<file path="src/rtl/if_id_skid_reg.sv">
// Elastic fetch/decode pipeline register: {pc+4, instruction} pairs pass through a
// 2-entry skid buffer with valid/ready on both sides, flush, and saturating statistics.
module if_id_skid_reg #(
    parameter int                     PC_WIDTH    = 32,
    parameter int                     INSTR_WIDTH = 32,
    parameter logic [INSTR_WIDTH-1:0] NOP_INSTR   = '0,
    parameter int                     STAT_WIDTH  = 16
) (
    input  logic                   clk,
    input  logic                   rstn,
    input  logic [PC_WIDTH-1:0]    adder_in,
    input  logic [INSTR_WIDTH-1:0] instruction_in,
    input  logic                   in_valid,
    output logic                   in_ready,
    output logic [PC_WIDTH-1:0]    adder_out,
    output logic [INSTR_WIDTH-1:0] instruction_out,
    output logic                   out_valid,
    input  logic                   out_ready,
    input  logic                   flush,
    output logic [STAT_WIDTH-1:0]  stall_count,
    output logic [STAT_WIDTH-1:0]  flush_count
);

    typedef enum logic [1:0] {
        EMPTY = 2'd0,
        ONE   = 2'd1,
        TWO   = 2'd2
    } state_t;

    state_t state_q, state_d;

    logic                   vld_p0;
    logic [PC_WIDTH-1:0]    adder_p0;
    logic [INSTR_WIDTH-1:0] instr_p0;
    logic [PC_WIDTH-1:0]    adder_p1;
    logic [INSTR_WIDTH-1:0] instr_p1;

    logic accept;
    logic drain;
    logic load_main;
    logic load_skid;
    logic main_from_skid;

    function automatic logic [STAT_WIDTH-1:0] sat_inc(input logic [STAT_WIDTH-1:0] v);
        return (&v) ? v : v + STAT_WIDTH'(1);
    endfunction

    assign vld_p0   = (state_q != EMPTY);
    assign in_ready = (state_q != TWO);
    assign accept   = in_valid & in_ready;
    assign drain    = vld_p0 & out_ready;

    always_ff @(posedge clk) begin
        if (rstn) state_q <= EMPTY;
        else      state_q <= state_d;
    end

    always_comb begin
        state_d        = state_q;
        load_main      = 1'b0;
        load_skid      = 1'b0;
        main_from_skid = 1'b0;
        case (state_q)
            EMPTY: begin
                if (accept) begin
                    state_d   = ONE;
                    load_main = 1'b1;
                end
            end
            ONE: begin
                if (accept && drain) begin
                    load_main = 1'b1;
                end else if (accept) begin
                    state_d   = TWO;
                    load_skid = 1'b1;
                end else if (drain) begin
                    state_d = EMPTY;
                end
            end
            TWO: begin
                // Skid word always moves up before anything newer can enter.
                if (drain) begin
                    state_d        = ONE;
                    load_main      = 1'b1;
                    main_from_skid = 1'b1;
                end
            end
            default: state_d = EMPTY;
        endcase
        if (flush) begin
            state_d   = EMPTY;
            load_main = 1'b0;
            load_skid = 1'b0;
        end
    end

    // Stage p0 = main (drives outputs), stage p1 = skid; data regs have no reset.
    always_ff @(posedge clk) begin
        if (load_main) begin
            adder_p0 <= main_from_skid ? adder_p1 : adder_in;
            instr_p0 <= main_from_skid ? instr_p1 : instruction_in;
        end
        if (load_skid) begin
            adder_p1 <= adder_in;
            instr_p1 <= instruction_in;
        end
    end

    always_ff @(posedge clk) begin
        if (rstn) begin
            stall_count <= '0;
            flush_count <= '0;
        end else begin
            if (vld_p0 && !out_ready && !flush) stall_count <= sat_inc(stall_count);
            if (flush)                          flush_count <= sat_inc(flush_count);
        end
    end

    assign out_valid       = vld_p0;
    assign adder_out       = vld_p0 ? adder_p0 : '0;
    assign instruction_out = vld_p0 ? instr_p0 : NOP_INSTR;

endmodule

</file>
<file path="config.mk">
export PLATFORM = sky130hd
export DESIGN_NAME = if_id_skid_reg
export DESIGN_NICKNAME = d
export VERILOG_FILES = /design/src/rtl/if_id_skid_reg.sv
export SDC_FILE = /design/constraint.sdc
export NUM_CORES = 1
export LEC_CHECK = 0
export BUFFER_PORTS_ARGS = -buffer_cell sky130_fd_sc_hd__clkbuf_2
export CELL_PAD_IN_SITES_DETAIL_PLACEMENT = 1
export CELL_PAD_IN_SITES_GLOBAL_PLACEMENT = 1
export CORE_MARGIN = 4
export CORE_UTILIZATION = 45
export DETAILED_ROUTE_END_ITERATION = 6
export PLACE_DENSITY = 0.82
export SLEW_MARGIN = 20
export SYNTH_ARGS = -nofsm -noshare
export SYNTH_HDL_FRONTEND = slang
export SYNTH_SLANG_ARGS = --single-unit
</file>
<file path="constraint.sdc">
create_clock -name clk -period 11.3 [get_ports clk]
set_input_delay 0.565 -clock clk [delete_from_list [all_inputs] [get_ports clk]]
set_output_delay 0.565 -clock clk [all_outputs]
set_load 0.02 [all_outputs]
</file>
### Word level (Yosys, flattened, before mapping)

Index checks and enable logic that the tools add are counted.
W data, S select, Z words.

* $add $sub $neg: 2
* equal/unequal tests: 7
* multiplexer cells: 19
* bitwise operators: 4
* reductions and logical operators: 13

Operator list (number)
* $mux W32: 4
* $add A16 B1 Y16 const B: 2
* $reduce_and A16 Y1: 2
* $mux W2: 5
* $mux W1: 8
* $ne A2 B2 Y1 const B: 4
* $pmux W2 S3: 1
* $reduce_and A2 Y1: 2
* $reduce_and A4 Y1: 1
* $logic_and A1 B1 Y1: 3
* $ne A3 B3 Y1 const B: 1
* $pmux W1 S3: 1
* $and A1 B1 Y1: 2
* $eq A2 B1 Y1 const B: 1
* $eq A2 B2 Y1 const B: 1
* $logic_not A1 Y1: 2
* $logic_not A2 Y1: 1
* $not A1 Y1: 2
* $reduce_bool A2 Y1: 1
* $reduce_or A2 Y1: 1

* register bits after elaboration: 162
* output and inout bits: 98

### Longest topological paths before layout

Gate-level depths: netlist of the first run.

* depth after elaboration: 6
* gate-level depth with buffers: 6
* mapped depth without buffers: 5

### Worst setup path after synthesis of the first run

OpenSTA, ideal clock, no wires.

* kind: input to register
* from: input port in_valid
* to: register adder_p1[0] (enable)
* library setup time: 0.578 ns
* arrival time: 5.490 ns
* data required time: 10.722 ns
* slack: 5.232 ns
* stages on the path: 2
* path buffers: 0
* cell sequence: nor2b_1 -> nor3b_1

* longest elaborated chain between the ends: 5
* elaborated cells on any way between the ends: 6

Ends and longest elaborated chain
* from (decl): line 13 `input logic in_valid,`
* $and A1 B1 Y1 (*): line 50 `assign accept = in_valid & in_ready;`
* $mux W1 or $logic_and A1 B1 Y1 (tied branches): line 73, 71
* $mux W1 (*): line 71 `if (accept && drain) begin`
* $mux W1 (*): line 63 `case (state_q)`
* $mux W1 (*): line 90 `if (flush) begin`
* net load_skid: line 41 `logic load_skid;`
* to (signal assigned): line 104 `adder_p1 <= adder_in;`
* to (decl): line 35 `logic [PC_WIDTH-1:0] adder_p1;`

Mark *: on every way through the listed nets, which the timed path passes. The rest lies on a longest branch.
A chain may end at the register's enable or synchronous reset.

### Worst setup path after layout of the first run

* from: register state_q[1]
* to: output port instruction_out[30]

* longest elaborated chain between the ends: 2

Ends and longest elaborated chain
* from (decl): line 30 `state_t state_q, state_d;`
* from (signal assigned): line 55 `else state_q <= state_d;`
* $reduce_bool A2 Y1: line 48 `assign vld_p0 = (state_q != EMPTY);`
* $mux W32: line 121 `assign instruction_out = vld_p0 ? instr_p0 : NOP_INSTR;`
* to (decl): line 16 `output logic [INSTR_WIDTH-1:0] instruction_out,`

No other way between the ends.

==> run metrics, run 1 <==
Filler Cells Inserted=1537; nets=744; Die H=132 um; syn_nets=580; final hold violations=0; pwr/cell area=164 mW/mm2; DR WL met2=9.44 mm; H-tree depth=4; Root Driver=clkbuf_16; post-route clock skew=9.94 ps; total wire length=18.0 mm; largest net degree at the start of global routing=66; top cell type by total area after synthesis=edfxtp_1; Setup violations, final=0; drt via density=5.62; critical setup path kind=reg2out; status=complete, no violations; total track usage=0.213; largest cells by area after synthesis=edfxtp_1 56%, mux2_2 11%, dfxtp_1 9.8%; share of post-route cells with drive strength above 1=0.401; Max-slew headroom=0.371; Mapped Area=0.00692 mm2; Slew Limit Fails=0; post-DP HPWL=12.3 mm; sum of negative setup slack=0 ps; Fmax=345 MHz; Ys Warns=0; Core Region=0.0151 mm2; ratio of final minimum period to clock period=0.256; Reg clk slew, reported paths=60 ps; CTS sink cnt=162; unrepaired setup endpoints after global routing=no; setup repair bufs after CTS=0; clock buffers created by TritonCTS=17; required time of the critical path=10740 ps; slowest cell on the critical path=inv_1; number of global-route vias before repair=5164; worst skew pair latency=420 ps; wire length on met1=7.05 mm; first-pass GRT wire length=29.0 mm; Die ar.=0.0174 mm2; initial core utilization=0.457; routed len/inst=20.6 um; Post-CTS Hold Buffers=0; DRC violations left=0; DR WL met3=1.09 mm; Async SR Flop Fraction=0; Post-synth EDFFs=128; most frequent cells in the layout=166 x clkbuf_2, 128 x edfxtp_1, 67 x mux2_2; Setup crit end kind=output port; # diodes=0; Critical Path, Cell by Cell=nor2_1 > inv_1 > buf_4 > and2_1 > clkbuf_2; sequential area share after synthesis=0.654; worst hold path type=in2reg; GPL Wtd Cong=0.857; DR top layer=met4; Worst Path Buf+Inv=3; count of cell types in the netlist=46; remaining antenna violation count=0; share of the synthesized area in the top cell type=0.556; drt pass-1 iters=4; worst slew pin tran=944 ps; I/O pin total=167; Reg area=0.00452 mm2; Peak VDD IR=0.104 mV; std cell rows=45; commonest non-fill, non-tap cell in the layout=clkbuf_2; # port buffers=166; via count=4910; CP startpoint kind=flip-flop; post-route minimum period=2900 ps; Leak=0.00325 uW; first-iteration detailed-routing DRC count=324; Total Power=1410 uW; footprint of the multi-input gates=0.00228 mm2; CP Max Fanout=44; WP data arrival=2330 ps; Die Width=132 um; initial antenna violation count=0; area growth from synthesis to layout=24.5%; CP peak stage delay=510 ps; fin util=0.569; Primary FF master, synth=edfxtp_1; clock tree buffer depth=2; grt total ovfl=0; Cells after Synth=509; CTS tree=built; cell family with most CP delay=buffers and inverters; #FFs+latches synth=162; Post-Syn Area per Cell=13.6 um2; PostCTS Resize Cnt=0; MaxCap Viol Count=0
logic make-up (layout without fill, tap and decap cells):
family | Yosys count | after routing | synth area share
AND/OR/NAND/NOR | 186 | 186 | 0.159
flip-flops | 162 | 162 | 0.654
buffers and inverters | 34 | 210 | 0.0186
adder cells (fa/ha/maj) | 2 | 2 | 0.00362
AO/OA/AOI/OAI | 55 | 55 | 0.0514
multiplexers | 70 | 70 | 0.114
metrics by stage:
stage,hold WS (ps),setup WS [ps],cell area [um2],cells
floorplan,525,5230,6920,509
global placement,481,8830,7940,842
detailed placement,491,8730,7940,842
CTS,305,8360,8610,873
global route,310,8230,8610,873
finish,328,8400,8610,873
worst reg2reg max path: cells and delay by family (launching register included):
kind | cells | cell delay [ps]
buffers and inverters | 1 | 510
DFF | 1 | 400
and+or+nand+nor | 3 | 1160
AOI/OAI and AO/OA | 1 | 290
cell type report:
class	count	area share
tap	188	0.0273
timing repair buffer	171	0.101
inverter	8	0.00349
clock buffer	17	0.0494
sequential	162	0.525
clock inverter	14	0.0288
multi-input combinational	313	0.265
registers in the layout, indices dropped and copies added (netlist names):
signal and count:
flush_count 16, stall_count 16, state_q 2, instr_p0 32, adder_p0 32, instr_p1 32
adder_p1 32
report_power, final:
group	internal, uW	switching, uW	leakage (uW)
combinational	33.4	52.4	0.00147
sequential	660	6.68	0.00145
clock	418	244	0.000327
path summary, 6_finish.rpt:
kind / from / endpoint / slack, ps / depth (start not counted)
worst min register to register: stall_count[11] / stall_count[11] / 500 / 2
worst max register to register: state_q[1] / stall_count[12] / 8840 / 5
worst min-delay path: adder_in[19] / adder_p1[19] / 330 / 1
worst max-delay path: state_q[1] / instruction_out[30] / 8400 / 5
routing by layer:
layer | vias to the layer above | GRT usage
li1 | 2261 | -
met1 | 2458 | 0.249
met2 | 163 | 0.372
met3 | 28 | 0.0576
met4 | 0 | 0.0852
met5 | - | 0
cells in the mapped netlist (6+ instances only):
master    number
nand3_1       10
nand4_1       11
edfxtp_1     128
a21oi_1       23
mux2_2        67
and2_1        65
nor4_1         7
nor2_1        19
nand2_1       17
clkbuf_1      23
o31ai_1        6
or3_1          6
inv_1          8
nor2b_1        8
or4_1          8
nor3_1        14
dfxtp_1       34
Power figures use the tool's default switching activity.
==> run 2, diff against run 1 <==
- ABC_AREA: unset -> 1
- CORE_UTILIZATION: 45 -> 42
- PLACE_DENSITY: 0.82 -> 0.78
- clock period: 11.3 -> 2.8 ns (I/O delays scaled with it)
==> run metrics, run 2 <==
status=complete, no violations; area growth from synthesis to layout=31.4%; final hold violations=0 (unchanged); WP data arrival=1930 ps (-400 ps); FF-to-FF Start=state_q[0]; Root Driver=clkbuf_16; Ys Warns=0 (unchanged); share of the synthesized area in the top cell type=0.521 (-0.0351); post-DP HPWL=12.0 mm (-2.8%); Core Region=0.0172 mm2 (+14%); CTS sink cnt=162 (unchanged); I/O pin total=167 (unchanged); Cells after Synth=654 (+28%); drt via density=4.76 (-15%); Critical Path, Cell by Cell=nor2_4 > buf_4 > nor2_1 > clkbuf_2; GPL Wtd Cong=0.804 (-6.2%); H-tree depth=4 (unchanged); required time of the critical path=2660 ps (-8080 ps); clock tree buffer depth=2 (unchanged); ratio of final minimum period to clock period=0.740; CP Max Fanout=64 (+45%); initial antenna violation count=0 (unchanged); reg2reg end=adder_p0[1]; final instance count without filler cells=1130 (+29%); most frequent cells in the layout=166 x clkbuf_2, 145 x nor2_1, 128 x edfxtp_1; register-to-register setup slack=950 ps (-7890 ps); clock buffers created by TritonCTS=17 (unchanged); Post-synth EDFFs=128 (unchanged); most frequent cell after synthesis=nor2_1; Synth top cells by count=148 x nor2_1, 128 x edfxtp_1, 88 x inv_1, 79 x nand2_1, 60 x mux2_4; Primary FF master, synth=edfxtp_1; #FFs+latches synth=162 (unchanged); largest net degree at the start of global routing=65 (-1.5%); via count=5383 (+9.6%); hold_ws=42.1 ps (-286 ps); remaining antenna violation count=0 (unchanged); setup repair bufs after CTS=0 (unchanged); number of global-route vias before repair=5782 (+12%); Async SR Flop Fraction=0 (unchanged); Mapped Area=0.00738 mm2 (+6.7%); post-route clock skew=9.95 ps (+0.0176 ps); top cell type by total area after synthesis=edfxtp_1; crit path capture=instruction_out[19]; Setup crit end kind=output port; worst skew pair latency=430 ps (about the same); initial core utilization=0.428 (-0.0283); first-pass GRT wire length=30.2 mm (+4.0%); Die Width=141 um (+6.5%); slowest cell on the critical path=buf_4; wire length on met1=7.81 mm (+11%); DR WL met2=9.34 mm (-1.1%); commonest non-fill, non-tap cell in the layout=clkbuf_2; routed len/inst=16.3 um (-21%); CP peak stage delay=570 ps (+60 ps); pwr/cell area=561 mW/mm2 (+240%); largest cells by area after synthesis=edfxtp_1 52%, mux2_4 12%, dfxtp_1 9.2%; share of post-route cells with drive strength above 1=0.320 (-0.0810); Post-Syn Area per Cell=11.3 um2 (-17%); placed cell count=1032 (+23%); total track usage=0.193 (-0.0193); Max-slew headroom=0.553 (+0.182); unrepaired setup endpoints after global routing=no; Filler Cells Inserted=1898 (+23%); MaxCap Viol Count=0 (unchanged); DR top layer=met4; syn_nets=725 (+25%); grt total ovfl=0 (unchanged); worst slew pin tran=671 ps (-273 ps); Fmax=483 MHz; fin util=0.563 (-0.00583); sum of negative setup slack=0 ps (unchanged); std cell rows=48 (+6.7%); post-route minimum period=2070 ps; # diodes=0 (unchanged); worst reg2reg path depth=4 (-1); Total Power=5440 uW (+280%); Die ar.=0.0198 mm2 (+13%); Peak VDD IR=0.406 mV (+290%); # port buffers=166 (unchanged); Reg clk slew, reported paths=70 ps (about the same); Setup violations, final=0 (unchanged); crit path launch=state_q[1]; worst hold path type=in2reg; sequential area share after synthesis=0.613 (-0.0413); CTS tree=built; drt pass-1 iters=4 (unchanged); critical setup path kind=reg2out; count of cell types in the netlist=29 (-37%); first-iteration detailed-routing DRC count=197 (-39%); DRC violations left=0 (unchanged); nets=963 (+29%); total wire length=18.5 mm (+2.7%); Die H=141 um (+6.5%); DR WL met3=1.03 mm (-5.9%); CP startpoint kind=flip-flop; Leak=0.00439 uW (+35%); Slew Limit Fails=0 (unchanged)
-- run 2: cell types whose count changed after synthesis, sizes merged, moves of 6 or more --
cell / previous run / this run
nor2: 19 / 158
inv: 8 / 90
nand2: 17 / 85
and2: 65 / 1
clkbuf: 23 / 1
nand3: 10 / 31
buf: 3 / 17
nor3: 14 / 2
nor2b: 8 / 0
nor4: 8 / 0
or4: 8 / 0
o31ai: 6 / 0
or3: 6 / 0
-- run 2: critical path: cells and delay by family, from the launching register on --
kind          cells  cell delay, ps
flops             1             360
simple gates      2             360
buf+inv           2             780
-- run 2: cells by family (layout without fill, tap and decap cells) --
group / count (synthesis) / count (layout) / share of synthesized area
muxes: 64 / 64 / 0.128
and+or+nand+nor: 286 / 286 / 0.166
adders and majority gates: 2 / 2 / 0.00339
AOI/OAI and AO/OA: 31 / 31 / 0.0225
DFF: 162 / 162 / 0.613
buffers and inverters: 108 / 359 / 0.0663
xor gates and xnor gates: 1 / 1 / 0.00119
-- run 2: through the flow --
step                      instance area, um2  setup WS [ps]
final                                   9700            729
after global routing                    9700            616
after CTS                               9700            714
after detailed placement                8450            943
after global placement                  8450            995
after floorplan                         7390            126
-- run 2: worst min path at each step --
stage	slack [ps]	end	cells past startpoint	start
finish	40	state_q[0]	4	in_valid
global route	40	state_q[0]	4	in_valid
CTS	30	state_q[0]	4	in_valid
detailed placement	340	instr_p1[26]	1	instruction_in[26]
global placement	340	adder_p1[23]	1	adder_in[23]
floorplan	210	flush_count[11]	1	rstn
-- run 2: timing repair --
action                                 4_1_cts  5_1_grt
endpoints found under the hold margin       67        0
hold buffers                                66        0
setup endpoints to repair                    0        0
gates resized for setup                      0        0
-- run 2: report_power, final --
part | internal, uW | switching (uW)
Sequential | 2660 | 19.4
Combinational | 203 | 217
Clock | 1340 | 1010
-- run 2: metal layers --
layer,vias up,track usage
met3,23,0.0458
met5,-,0
li1,2635,-
met4,0,0.0602
met1,2574,0.235
met2,151,0.340
-- run 2: area by class of cell --
class	count	area [um2]	share of cell area
Sequential cell	162	4520	0.466
Multi-Input combinational cell	384	2400	0.247
Timing Repair Buffer	237	1570	0.161
Clock buffer	17	425	0.0438
Inverter	90	338	0.0348
Tap cell	225	282	0.0290
Clock inverter	15	169	0.0174
